$ cat src/rtl/uart_tx_feeder.sv
// uart_tx_feeder: small byte FIFO plus launch controller sitting ahead of the UART TX FSM.
// Each launch pops one byte onto P_DATA with a one-cycle Data_Valid; P_DATA then holds for the whole frame.
module uart_tx_feeder #(
   parameter int DATA_WIDTH = 8,
   parameter int DEPTH      = 4,
   parameter int LAUNCH_TMO = 3
) (
   input  logic                  CLK,
   input  logic                  RST,
   input  logic                  WR_EN,
   input  logic [DATA_WIDTH-1:0] WR_DATA,
   input  logic                  busy,
   output logic [DATA_WIDTH-1:0] P_DATA,
   output logic                  Data_Valid,
   output logic                  FIFO_FULL,
   output logic                  FIFO_EMPTY,
   output logic                  OVERFLOW,
   output logic                  LAUNCH_ERR,
   output logic [1:0]            dbg_state_o
);

   localparam int AW = $clog2(DEPTH);
   localparam int PW = AW + 1;
   localparam int CW = (LAUNCH_TMO > 1) ? $clog2(LAUNCH_TMO) : 1;
   localparam logic [CW-1:0] TMO_LAST = CW'(LAUNCH_TMO - 1);

   typedef enum logic [1:0] {
      S_IDLE      = 2'd0,
      S_ISSUE     = 2'd1,
      S_WAIT_BUSY = 2'd2,
      S_WAIT_DONE = 2'd3
   } state_t;

   state_t                state_q, state_d;
   logic [PW-1:0]         wptr_q, wptr_d;
   logic [PW-1:0]         rptr_q, rptr_d;
   logic [DATA_WIDTH-1:0] mem_q [DEPTH];
   logic [DATA_WIDTH-1:0] pdata_q, pdata_d;
   logic                  dv_q, dv_d;
   logic                  ovf_q, ovf_d;
   logic                  err_q, err_d;
   logic [CW-1:0]         cnt_q, cnt_d;

   logic full;
   logic empty;
   logic push;
   logic launch;
   logic tmo_hit;

   // Extra pointer MSB distinguishes full from empty when the index bits match.
   assign empty   = (wptr_q == rptr_q);
   assign full    = (wptr_q[AW] != rptr_q[AW]) && (wptr_q[AW-1:0] == rptr_q[AW-1:0]);
   assign push    = WR_EN && !full;
   assign launch  = (state_q == S_IDLE) && !empty && !busy;
   assign tmo_hit = (state_q == S_WAIT_BUSY) && !busy && (cnt_q == TMO_LAST);

   always_comb begin
      wptr_d = wptr_q;
      rptr_d = rptr_q;
      ovf_d  = ovf_q;
      if (push) begin
         wptr_d = wptr_q + PW'(1);
      end
      if (WR_EN && full) begin
         ovf_d = 1'b1;
      end
      if (launch) begin
         rptr_d = rptr_q + PW'(1);
      end
   end

   always_ff @(posedge CLK) begin
      if (push) begin
         mem_q[wptr_q[AW-1:0]] <= WR_DATA;
      end
   end

   always_ff @(posedge CLK or posedge RST) begin
      if (RST) begin
         state_q <= S_IDLE;
      end else begin
         state_q <= state_d;
      end
   end

   always_comb begin
      state_d = state_q;
      case (state_q)
         S_IDLE: begin
            if (launch) begin
               state_d = S_ISSUE;
            end
         end
         S_ISSUE: begin
            state_d = S_WAIT_BUSY;
         end
         S_WAIT_BUSY: begin
            if (busy) begin
               state_d = S_WAIT_DONE;
            end else if (tmo_hit) begin
               state_d = S_IDLE;
            end
         end
         S_WAIT_DONE: begin
            if (!busy) begin
               state_d = S_IDLE;
            end
         end
         default: begin
            state_d = S_IDLE;
         end
      endcase
   end

   // A timed-out byte is dropped; only the sticky error records it.
   always_comb begin
      dv_d    = launch;
      pdata_d = pdata_q;
      cnt_d   = cnt_q;
      err_d   = err_q;
      if (launch) begin
         pdata_d = mem_q[rptr_q[AW-1:0]];
      end
      case (state_q)
         S_ISSUE: begin
            cnt_d = '0;
         end
         S_WAIT_BUSY: begin
            if (!busy && !tmo_hit) begin
               cnt_d = cnt_q + CW'(1);
            end
         end
         default: begin
         end
      endcase
      if (tmo_hit) begin
         err_d = 1'b1;
      end
   end

   always_ff @(posedge CLK or posedge RST) begin
      if (RST) begin
         wptr_q  <= '0;
         rptr_q  <= '0;
         pdata_q <= '0;
         dv_q    <= 1'b0;
         ovf_q   <= 1'b0;
         err_q   <= 1'b0;
         cnt_q   <= '0;
      end else begin
         wptr_q  <= wptr_d;
         rptr_q  <= rptr_d;
         pdata_q <= pdata_d;
         dv_q    <= dv_d;
         ovf_q   <= ovf_d;
         err_q   <= err_d;
         cnt_q   <= cnt_d;
      end
   end

   assign P_DATA      = pdata_q;
   assign Data_Valid  = dv_q;
   assign FIFO_FULL   = full;
   assign FIFO_EMPTY  = empty;
   assign OVERFLOW    = ovf_q;
   assign LAUNCH_ERR  = err_q;
   assign dbg_state_o = state_q;

endmodule

$ cat config.mk
export PLATFORM = sky130hd
export DESIGN_NAME = uart_tx_feeder
export DESIGN_NICKNAME = d
export VERILOG_FILES = /design/src/rtl/uart_tx_feeder.sv
export SDC_FILE = /design/constraint.sdc
export NUM_CORES = 1
export LEC_CHECK = 0
export BUFFER_PORTS_ARGS = -buffer_cell sky130_fd_sc_hd__buf_2
export CAP_MARGIN = 20
export CORE_MARGIN = 2
export CORE_UTILIZATION = 36
export DETAILED_ROUTE_END_ITERATION = 8
export PLACE_DENSITY = 0.66
export SETUP_SLACK_MARGIN = 0.15
export SYNTH_ARGS = -nofsm -noshare
export SYNTH_HDL_FRONTEND = slang
export SYNTH_SLANG_ARGS = --single-unit
$ cat constraint.sdc
create_clock -name CLK -period 1.62 [get_ports CLK]
set_input_delay 0.405 -clock CLK [delete_from_list [all_inputs] [get_ports CLK]]
set_output_delay 0.405 -clock CLK [all_outputs]
set_load 0.02 [all_outputs]
==> metrics.txt, run 1 <==
ANT nets after route 0; post-route cell area between 2000 and 3000 µm²; drt wl/cell 15.69 µm; Final min period about 1.7 ns; TritonCTS Buffers 5; fill cell count approximately 500; largest area contributor in the netlist edfxtp_1; Die ar. ~6900 µm²; DRC viols 0; Die Height ~83 µm; Startpoint Class flip-flop; final-report hold violation count 0; Setup TNS Final -3.013 ns; slew margin rel. 70.99%; CTS Root Cell clkbuf_8; CP endpoint kind flip-flop; Mapped Nets 141; placed inst area between 2000 and 3000 µm²; maximum capacitance violations 0; Clock Latency Late Sink ~0.3 ns; Synth Flop Type edfxtp_1; critical path's slowest cell dfrtp_2; Mapped Avg Cell Area 18.28 µm²; share of post-route cells with drive strength above 1 around three fifths; number of DRC markers in iteration 0 roughly 110; non-filler cells, final between 200 and 300; vias per inst around 4.9; Netlist cell types 31; CTS H-Tree Depth 2; Area contributors post-synth edfxtp_1, dfrtp_1, mux4_2; largest net degree at the start of global routing 18; failing checks setup timing; status complete, but fails checks; r2r startpoint wptr_q[2]; hold crit path type in2async; Worst VDD drop around 1.1 mV; Seq/Total Area, Yosys approximately 66%; post-synth top area share between 40% and 50%; PnR worst setup slack -0.1193 ns; f_max roughly 570 MHz; clock transition at the registers of the reported paths around 0.10 ns; layout net count 200; CP Data Arrival Time between 1.5 and 2 ns; vias 1,260; all-layer global routing usage between 10% and 20%; Num Clock Sinks 53; Finish-stage setup viols 36; multi-input logic area 812.0 µm²; cell chain of the critical path xor2_4, buf_4, buf_6, a31oi_4, and2_4; area grow syn2layout 31.94%; initial antenna violation count 0; Worst-Margin Slew around 0.43 ns; skew final around 0.0073 ns; Row Count 28; total wire length about 4000 µm; FFs w/ async S/R, synth between 30% and 40%; cts hold-fix bufs 0; fin. max-slew vios 0; Pwr Density 2149 nW/µm²; CP max stage delay ~0.50 ns; most frequent cells after synthesis edfxtp_1, dfrtp_1, mux2_4; Initial Utilization a little under two fifths; clk buf depth 2; FF+latch count, synth between 50 and 60; first-pass GRT wire length 6831 µm; count leader, synth edfxtp_1; worst reg-to-reg setup slack -0.12 ns; Reg2Reg Depth 5; period utilization 107.4%; Final Core Density 49.52%; Reg area approximately 1500 µm²; Worst R2R End mem_q[1][1]; Post-synth EDFFs 32; CTS tree yes; crit path max fanout 8; WS Path Type reg2reg; Pwr Total 0.006374 W; number of global-route vias before repair 1,369; DRT Pass-1 Iters 4; Core Region around 6000 µm²; RD Place Congestion 0.6839; port bufs 26; P_leak around 1.2 nW; Placed Cells around 230; Ports 27; RSZ-0062 raised after global routing true; worst path required time about 1.6 ns; Mapped Area ~2200 µm²; Post-DP HPWL 2751 µm; ant diodes 0; GRT overflow 0; Syn Inst Count 123; die width ~83 µm; synth warn 0
area by class of cell:
class,instances,area share [%]
inverter,6,0.7592
tap,75,3.163
timing repair buffer,56,14.51
multi-input combinational,60,27.37
sequential,53,50.40
clock buffer,5,2.320
clock inverter,3,1.476
logic make-up (layout without fill, tap and decap cells):
family                   Yosys count  count (layout)  share of synthesized area [%]
buffers and inverters             10              70                          3.228
adder cells (fa/ha/maj)            6               6                          3.339
multiplexers                      20              20                          15.41
AND/OR/NAND/NOR                   15              15                          3.506
flip-flops                        53              53                          66.11
AO/OA/AOI/OAI                     11              11                          4.118
XOR/XNOR                           8               8                          4.285
flip-flops by register name (all words and copies together) (netlist names):
signal / count
mem_q: 32
P_DATA: 8
rptr_q: 3
wptr_q: 3
cnt_q: 2
dbg_state_o: 2
Data_Valid: 1
LAUNCH_ERR: 1
OVERFLOW: 1
per-stage QoR:
step	hold slack, ns	setup WS, ns
detailed placement	0.4274	-0.09793
CTS	0.09100	-0.1391
floorplan	0.3815	-0.07531
finish	0.08177	-0.1193
global placement	0.4205	-0.08609
global route	0.1109	-0.1785
placed cells by master, fill, tap and decap left out, types with 2 or more instances in the layout:
| master | n |
|---|---|
| buf_6 | 12 |
| and2_4 | 3 |
| nor3_1 | 2 |
| ha_1 | 5 |
| mux2_4 | 10 |
| o21ai_0 | 2 |
| xor2_1 | 2 |
| dfrtp_2 | 7 |
| a31oi_4 | 3 |
| dfrtp_1 | 14 |
| mux4_2 | 8 |
| buf_2 | 22 |
| inv_1 | 5 |
| nand2_1 | 3 |
| mux2i_1 | 2 |
| nor2_1 | 4 |
| edfxtp_1 | 32 |
| clkbuf_8 | 5 |
| xnor2_4 | 3 |
| buf_4 | 20 |
worst max path at each step:
stage,slack [ns],cells past startpoint,from,endpoint
finish,-0.12,5,wptr_q[2],mem_q[1][1]
detailed placement,-0.1,5,busy,P_DATA[6]
global route,-0.18,5,wptr_q[2],mem_q[1][1]
floorplan,-0.08,5,dbg_state_o[1],P_DATA[0]
CTS,-0.14,3,rptr_q[2],FIFO_FULL
global placement,-0.09,5,busy,P_DATA[6]
timing repair:
item,in CTS,in global routing
gates resized for setup,21,16
endpoints found under the setup margin,35,50
pin swaps,6,9
setup buffers,10,6
per-layer routing:
| layer | GRT usage, % | wire length [µm] | vias to the layer above | share of wire (%) |
|---|---|---|---|---|
| met1 | 14.89 | 1650 | 657 | 41 |
| li1 | - | - | 574 | - |
| met4 | 3.130 | 24 | 0 | 0.59 |
| met5 | 0 | 0 | - | 0 |
| met2 | 22.36 | 2226 | 25 | 55 |
| met3 | 3.181 | 147 | 4 | 3.6 |
power breakdown:
group / internal, W / switching (W)
sequential: 0.00191 / 0.000314
clock: 0.000463 / 0.000427
combinational: 0.00184 / 0.00142
total: 0.00422 / 0.00216
critical path, delay by kind of cell, from the launching register on:
kind,cells,cell delay (ns)
xor gates and xnor gates,1,0.21
AOI/OAI and AO/OA,1,0.20
DFF,1,0.50
and+or+nand+nor,1,0.27
buffers and inverters,2,0.26
Note: power is estimated with default switching activity, not from simulation.
==> run 2, diff against run 1 <==
- CORE_ASPECT_RATIO: not set -> 0.6
==> run 2 against run 1 <==
Largest power group unchanged. Sequential share of layout area up 0.80 points. The flow still finishes with violations (setup timing). Combinational power shrank 8.3%. Clock-buffer cell count rose by 1. Utilization down 1.6 points. Die area increased by 0.30%. Global-route usage rose by 0.56 points. Flip-flop and latch count unchanged. Clock skew decreased by 0.0048 ns. First-iteration DRC count fell by 73%. Maximum frequency grew 0.91%. Critical endpoint is now mem_q[3][1].
==> metrics.txt, run 2 (same netlist as run 1, synthesis figures left out) <==
status complete, but fails checks; failing checks setup timing; Num Clock Sinks 53 (unchanged); Worst-Margin Slew 0.2896 ns (-0.1450 ns); share of post-route cells with drive strength above 1 54.75% (-4.8 points); critical path's slowest cell dfrtp_2; worst path required time 1.65 ns (+0.02 ns); Worst VDD drop 1.309 mV (+14%); maximum capacitance violations 0 (unchanged); Final min period 1.724 ns (-0.01560 ns); f_max 580.2 MHz (+0.91%); period utilization 106.4% (-0.96 points); tightest hold margin 0.1248 ns (+0.04299 ns); number of DRC markers in iteration 0 30 (-73%); area grow syn2layout 29.77%; clk buf depth 2 (unchanged); die width 106.0 µm (+28%); vias per inst 4.624 (-5.3%); commonest non-fill, non-tap cell in the layout edfxtp_1; RD Place Congestion 0.6994 (+2.3%); cts hold-fix bufs 0 (unchanged); Ports 27 (unchanged); initial antenna violation count 0 (unchanged); slew margin rel. 80.69% (+9.7 points); Die Height 65.22 µm (-21%); Worst R2R End mem_q[3][1]; Clock Latency Late Sink 0.30 ns (about the same); Reg2Reg Depth 6 (+1); TritonCTS Buffers 5 (unchanged); Finish-stage setup viols 38 (+5.6%); Initial Utilization 36.96% (-0.57 points); Pwr Density 2077 nW/µm² (-3.3%); r2r startpoint rptr_q[1]; Core Region 6083 µm² (+1.5%); DRT Pass-1 Iters 4 (unchanged); largest net degree at the start of global routing 22 (+4); ant diodes 0 (unchanged); fin. max-slew vios 0 (unchanged); ANT nets after route 0 (unchanged); Post-DP HPWL 2857 µm (+3.9%); drt wl/cell 15.83 µm (+0.89%); clock transition at the registers of the reported paths 0.09 ns (about the same); first-pass GRT wire length 6596 µm (-3.4%); Crit path top cell by count buf_4; PnR worst setup slack -0.1036 ns (+0.01560 ns); crit path max fanout 4 (-4); port bufs 26 (unchanged); RSZ-0062 raised after global routing true; all-layer global routing usage 13.01% (+0.56 points); WS Path Type reg2reg; vias 1,216 (-3.5%); total wire length 4163 µm (+2.8%); Row Count 22 (-21%); worst reg-to-reg setup slack -0.10 ns (+0.02 ns); GRT overflow 0 (unchanged); DRC viols 0 (unchanged); hold crit path type in2async; non-filler cells, final 263 (+1.9%); layout net count 196 (-2.0%); final-report hold violation count 0 (unchanged); CTS H-Tree Depth 2 (unchanged); Startpoint Class flip-flop; Placed Cells 244 (+4.3%); cell chain of the critical path xnor2_4, buf_4, buf_6, buf_4, a31oi_4, clkbuf_16; CTS Root Cell clkbuf_8; P_leak 1.178 nW (-1.7%); crit path launch rptr_q[1]; CP max stage delay 0.46 ns (-0.04 ns); Largest register FFs 32 (unchanged); CP endpoint kind flip-flop; CP Data Arrival Time 1.75 ns (about the same); number of global-route vias before repair 1,274 (-6.9%); CTS tree yes; Die ar. 6914 µm² (+0.30%); commonest non-fill, non-tap cells in the layout edfxtp_1, buf_2, buf_4, dfrtp_1, mux2_4; skew final 0.002500 ns (-0.004768 ns)
-- run 2: how the worst max path moves through the flow --
stage / end / slack [ns] / cells past startpoint
detailed placement: rptr_q[1] / -0.12 / 5
floorplan: P_DATA[0] / -0.08 / 5
global placement: P_DATA[6] / -0.10 / 5
CTS: FIFO_FULL / -0.14 / 3
finish: mem_q[3][1] / -0.10 / 6
global route: FIFO_FULL / -0.17 / 3
-- run 2: timing repair --
item / in CTS / in global routing
resized for setup: 8 / 12
buffers inserted: 7 / 2
pin swaps: 8 / 7
endpoints found under the setup margin: 44 / 49
cloned: 1 / 1
endpoints found under the hold margin: 0 / 0
-- run 2: metrics by stage --
| step | cell area (µm²) | setup TNS, ns | setup slack (ns) | power (W) | utilization, % |
|---|---|---|---|---|---|
| after floorplan | 2316 | -0.5272 | -0.07531 | 0.003946 | - |
| after global placement | 2635 | -0.6820 | -0.1009 | 0.004615 | 43.32 |
| after global routing | 2918 | -4.319 | -0.1657 | 0.006441 | 47.96 |
| final | 2918 | -1.924 | -0.1036 | 0.006060 | 47.96 |
| after CTS | 2845 | -0.6218 | -0.1436 | 0.005957 | 46.77 |
| after detailed placement | 2635 | -0.7997 | -0.1154 | 0.004728 | 43.32 |
-- run 2: area by class of cell --
cell class | instances | area [µm²]
clock buffer | 6 | 72.57
sequential | 53 | 1494
timing repair buffer | 52 | 407.9
inverter | 6 | 22.52
multi-input combinational | 60 | 777.0
clock inverter | 2 | 38.79
fill | 502 | 3166
tap | 84 | 105.1
-- run 2: layer usage --
layer	wire [µm]	share of wire (%)	track usage [%]	vias to the layer above
met5	0	0	0	-
met4	4	0.096	3.454	0
met3	166	4.0	3.671	2
met2	1969	47	20.65	24
met1	2023	49	17.79	619
li1	-	-	-	571
-- run 2: where the power goes --
part	internal, W	total [W]	switching, W
logic	0.00163	0.00299	0.00136
clock network	0.000464	0.000893	0.000428
registers	0.00191	0.00217	0.000268
-- run 2: critical path: cells and delay by family (launching register included) --
| kind | cells | cell delay [ns] |
|---|---|---|
| flip-flops | 1 | 0.46 |
| buffers and inverters | 4 | 0.57 |
| XOR/XNOR | 1 | 0.17 |
| AO/OA/AOI/OAI | 1 | 0.25 |
==> run 3, diff against run 2 <==
- ABC_AREA: not set -> 1
- CORE_UTILIZATION: 36 -> 50
- PLACE_DENSITY: 0.66 -> 0.83
==> run 3 against run 2 <==
The flow still finishes with violations (setup timing). Maximum frequency up 1.7%. Combinational power down 9.7%. Flip-flop and latch count unchanged. Setup slack better by 0.028 ns. First-iteration DRC count rose to 2.5 times the previous value. Clock power down 3.5%.
==> metrics.txt, run 3 <==
DRC viols 0 (unchanged); area grow syn2layout 26.25%; f_max 589.9 MHz (+1.7%); Clock Latency Late Sink 0.30 ns (about the same); share of post-route cells with drive strength above 1 31.03% (-24 points); crit path max fanout 2 (-2); hold crit path type in2async; largest net degree at the start of global routing 22 (unchanged); Worst-Margin Slew 0.2959 ns (+0.006267 ns); ANT nets after route 0 (unchanged); RD Place Congestion 0.7616 (+8.9%); Core Region 4234 µm² (-30%); failing checks setup timing; FFs w/ async S/R, synth 39.62% (unchanged); Post-DP HPWL 2734 µm (-4.3%); synth warn 0 (unchanged); fin. max-slew vios 0 (unchanged); ant diodes 0 (unchanged); skew final 0.004280 ns (+0.001780 ns); global route hottest layer met2; Netlist cell types 26 (-16%); Worst R2R End mem_q[1][7]; vias 1,554 (+28%); total wire length 4404 µm (+5.8%); GR Util met1 24.00% (+6.2 points); WS Path Type reg2out; RSZ-0062 raised after global routing true; clock transition at the registers of the reported paths 0.09 ns (about the same); final-report hold violation count 0 (unchanged); status complete, but fails checks; initial antenna violation count 0 (unchanged); Seq/Total Area, Yosys 65.53% (-0.58 points); Pwr Density 1966 nW/µm² (-5.3%); met2 usage 26.67% (+6.0 points); Row Count 18 (-18%); fill cell count 328 (-35%); period utilization 104.6% (-1.8 points); post-synth top area share 42.36% (-0.38 points); DRT Pass-1 Iters 4 (unchanged); Final min period 1.695 ns (-0.02849 ns); layout net count 278 (+42%); port bufs 26 (unchanged); Reg2Reg Depth 8 (+2); Initial Utilization 53.58% (+17 points); multi-input logic area 739.5 µm² (-4.8%); most frequent cells after synthesis nand2_1, edfxtp_1, nor2_1, o21ai_0, dfrtp_1; Reg area 1488 µm² (-0.42%); Ports 27 (unchanged); slew margin rel. 80.27% (-0.42 points); CP Data Arrival Time 1.29 ns (-0.46 ns); worst reg-to-reg setup slack -0.01 ns (+0.09 ns); number of DRC markers in iteration 0 76 (+150%); die width 90.96 µm (-14%); Finish-stage setup viols 10 (-74%); CTS H-Tree Depth 2 (unchanged); commonest non-fill, non-tap cells in the layout nand2_1, edfxtp_1, nor2_1, o21ai_0, buf_2; Synth Flop Type edfxtp_1; Die ar. 5109 µm² (-26%); TritonCTS Buffers 5 (unchanged); largest area contributor in the netlist edfxtp_1; CTS Root Cell clkbuf_8; Area contributors post-synth edfxtp_1, dfrtp_1, nand2_1; count leader, synth nand2_1; number of global-route vias before repair 1,450 (+14%); Die Height 56.18 µm (-14%); Syn Inst Count 208 (+69%); Mapped Nets 226 (+60%); FF+latch count, synth 53 (unchanged); P_leak 1.249 nW (+6.1%); all-layer global routing usage 17.11% (+4.1 points); vias per inst 4.841 (+4.7%); tightest hold margin 0.1338 ns (+0.009028 ns); PnR worst setup slack -0.07516 ns (+0.02849 ns); Setup TNS Final -0.2023 ns (+1.722 ns); clk buf depth 2 (unchanged); worst path required time 1.21 ns (-0.44 ns); CTS tree yes; commonest non-fill, non-tap cell in the layout nand2_1; drt wl/cell 13.72 µm (-13%); Largest register FFs 32 (unchanged); M3 GR Usage 4.743% (+1.1 points); Startpoint Class flip-flop; r2r startpoint rptr_q[2]; Num Clock Sinks 53 (unchanged); maximum capacitance violations 0 (unchanged); CP endpoint kind output pin; Post-synth EDFFs 32 (unchanged); Worst VDD drop 0.8995 mV (-31%); GRT overflow 0 (unchanged); Mapped Area 2268 µm² (+0.89%); first-pass GRT wire length 6679 µm (+1.3%); DP Worst Slack 0.08782 ns (+0.2033 ns); Mapped Avg Cell Area 10.91 µm² (-40%)
==> run 3: cell families (layout without fill, tap and decap cells) <==
| family | Yosys count | in the layout | share of synthesized area [%] |
|---|---|---|---|
| AND/OR/NAND/NOR | 86 | 86 | 15.77 |
| XOR/XNOR | 4 | 4 | 1.876 |
| AO/OA/AOI/OAI | 32 | 32 | 7.667 |
| flip-flops | 53 | 53 | 65.53 |
| buffers and inverters | 27 | 80 | 5.846 |
| adder cells (fa/ha/maj) | 6 | 6 | 3.309 |
==> run 3: power breakdown <==
group,internal [W],switching [W],total [W]
logic,0.00112,0.00158,0.00270
registers,0.00186,0.000209,0.00207
clock network,0.000455,0.000407,0.000862
total,0.00344,0.00219,0.00563
==> run 3: stage by stage <==
step / instances / power, W / utilization (%) / area (µm²)
after global routing: 321 / 0.006013 / 67.64 / 2864
after CTS: 310 / 0.005176 / 63.00 / 2668
after global placement: 296 / 0.004051 / 58.69 / 2485
after floorplan: 208 / 0.003572 / - / 2268
final: 321 / 0.005632 / 67.64 / 2864
after detailed placement: 296 / 0.004130 / 58.69 / 2485
==> run 3: per-layer routing <==
layer	up-vias	wire (µm)	part of all wire, %
met4	0	23	0.52
met5	-	0	0
li1	783	-	-
met2	42	2044	46
met1	726	2039	46
met3	3	296	6.7
==> run 3: worst max-delay path by stage <==
| stage | end | slack (ns) | cells after the start | from |
|---|---|---|---|---|
| floorplan | mem_q[0][0] | 0.01 | 6 | rptr_q[0] |
| global placement | FIFO_FULL | 0.13 | 6 | wptr_q[0] |
| detailed placement | FIFO_FULL | 0.09 | 6 | wptr_q[0] |
| CTS | FIFO_FULL | -0.07 | 4 | rptr_q[1] |
| global route | FIFO_EMPTY | -0.14 | 6 | rptr_q[2] |
| finish | FIFO_FULL | -0.08 | 4 | wptr_q[1] |
==> run 3: layout make-up <==
| class | instances | area share, % |
|---|---|---|
| clock buffers | 5 | 2.403 |
| clock inverters | 3 | 1.442 |
| inverters | 21 | 3.014 |
| multi-input cells | 128 | 25.82 |
| flip-flops and latches | 53 | 51.94 |
| well taps | 60 | 2.621 |
| repair buffers | 51 | 12.76 |
==> run 3: worst max-delay path: stages, from the launching register on <==
cell and delay, ns:
dfrtp_2 0.45, xnor2_4 0.21, nand4_4 0.12, inv_2 0.09, buf_6 0.11
==> run 3: repair_timing <==
| action | 4_1_cts | 5_1_grt |
|---|---|---|
| endpoints found under the setup margin | 35 | 43 |
| pin swaps | 3 | 5 |
| gates resized for setup | 10 | 23 |
| buffers inserted | 6 | 11 |
| hold buffers | 0 | 0 |
| hold endpoints to repair | 0 | 0 |
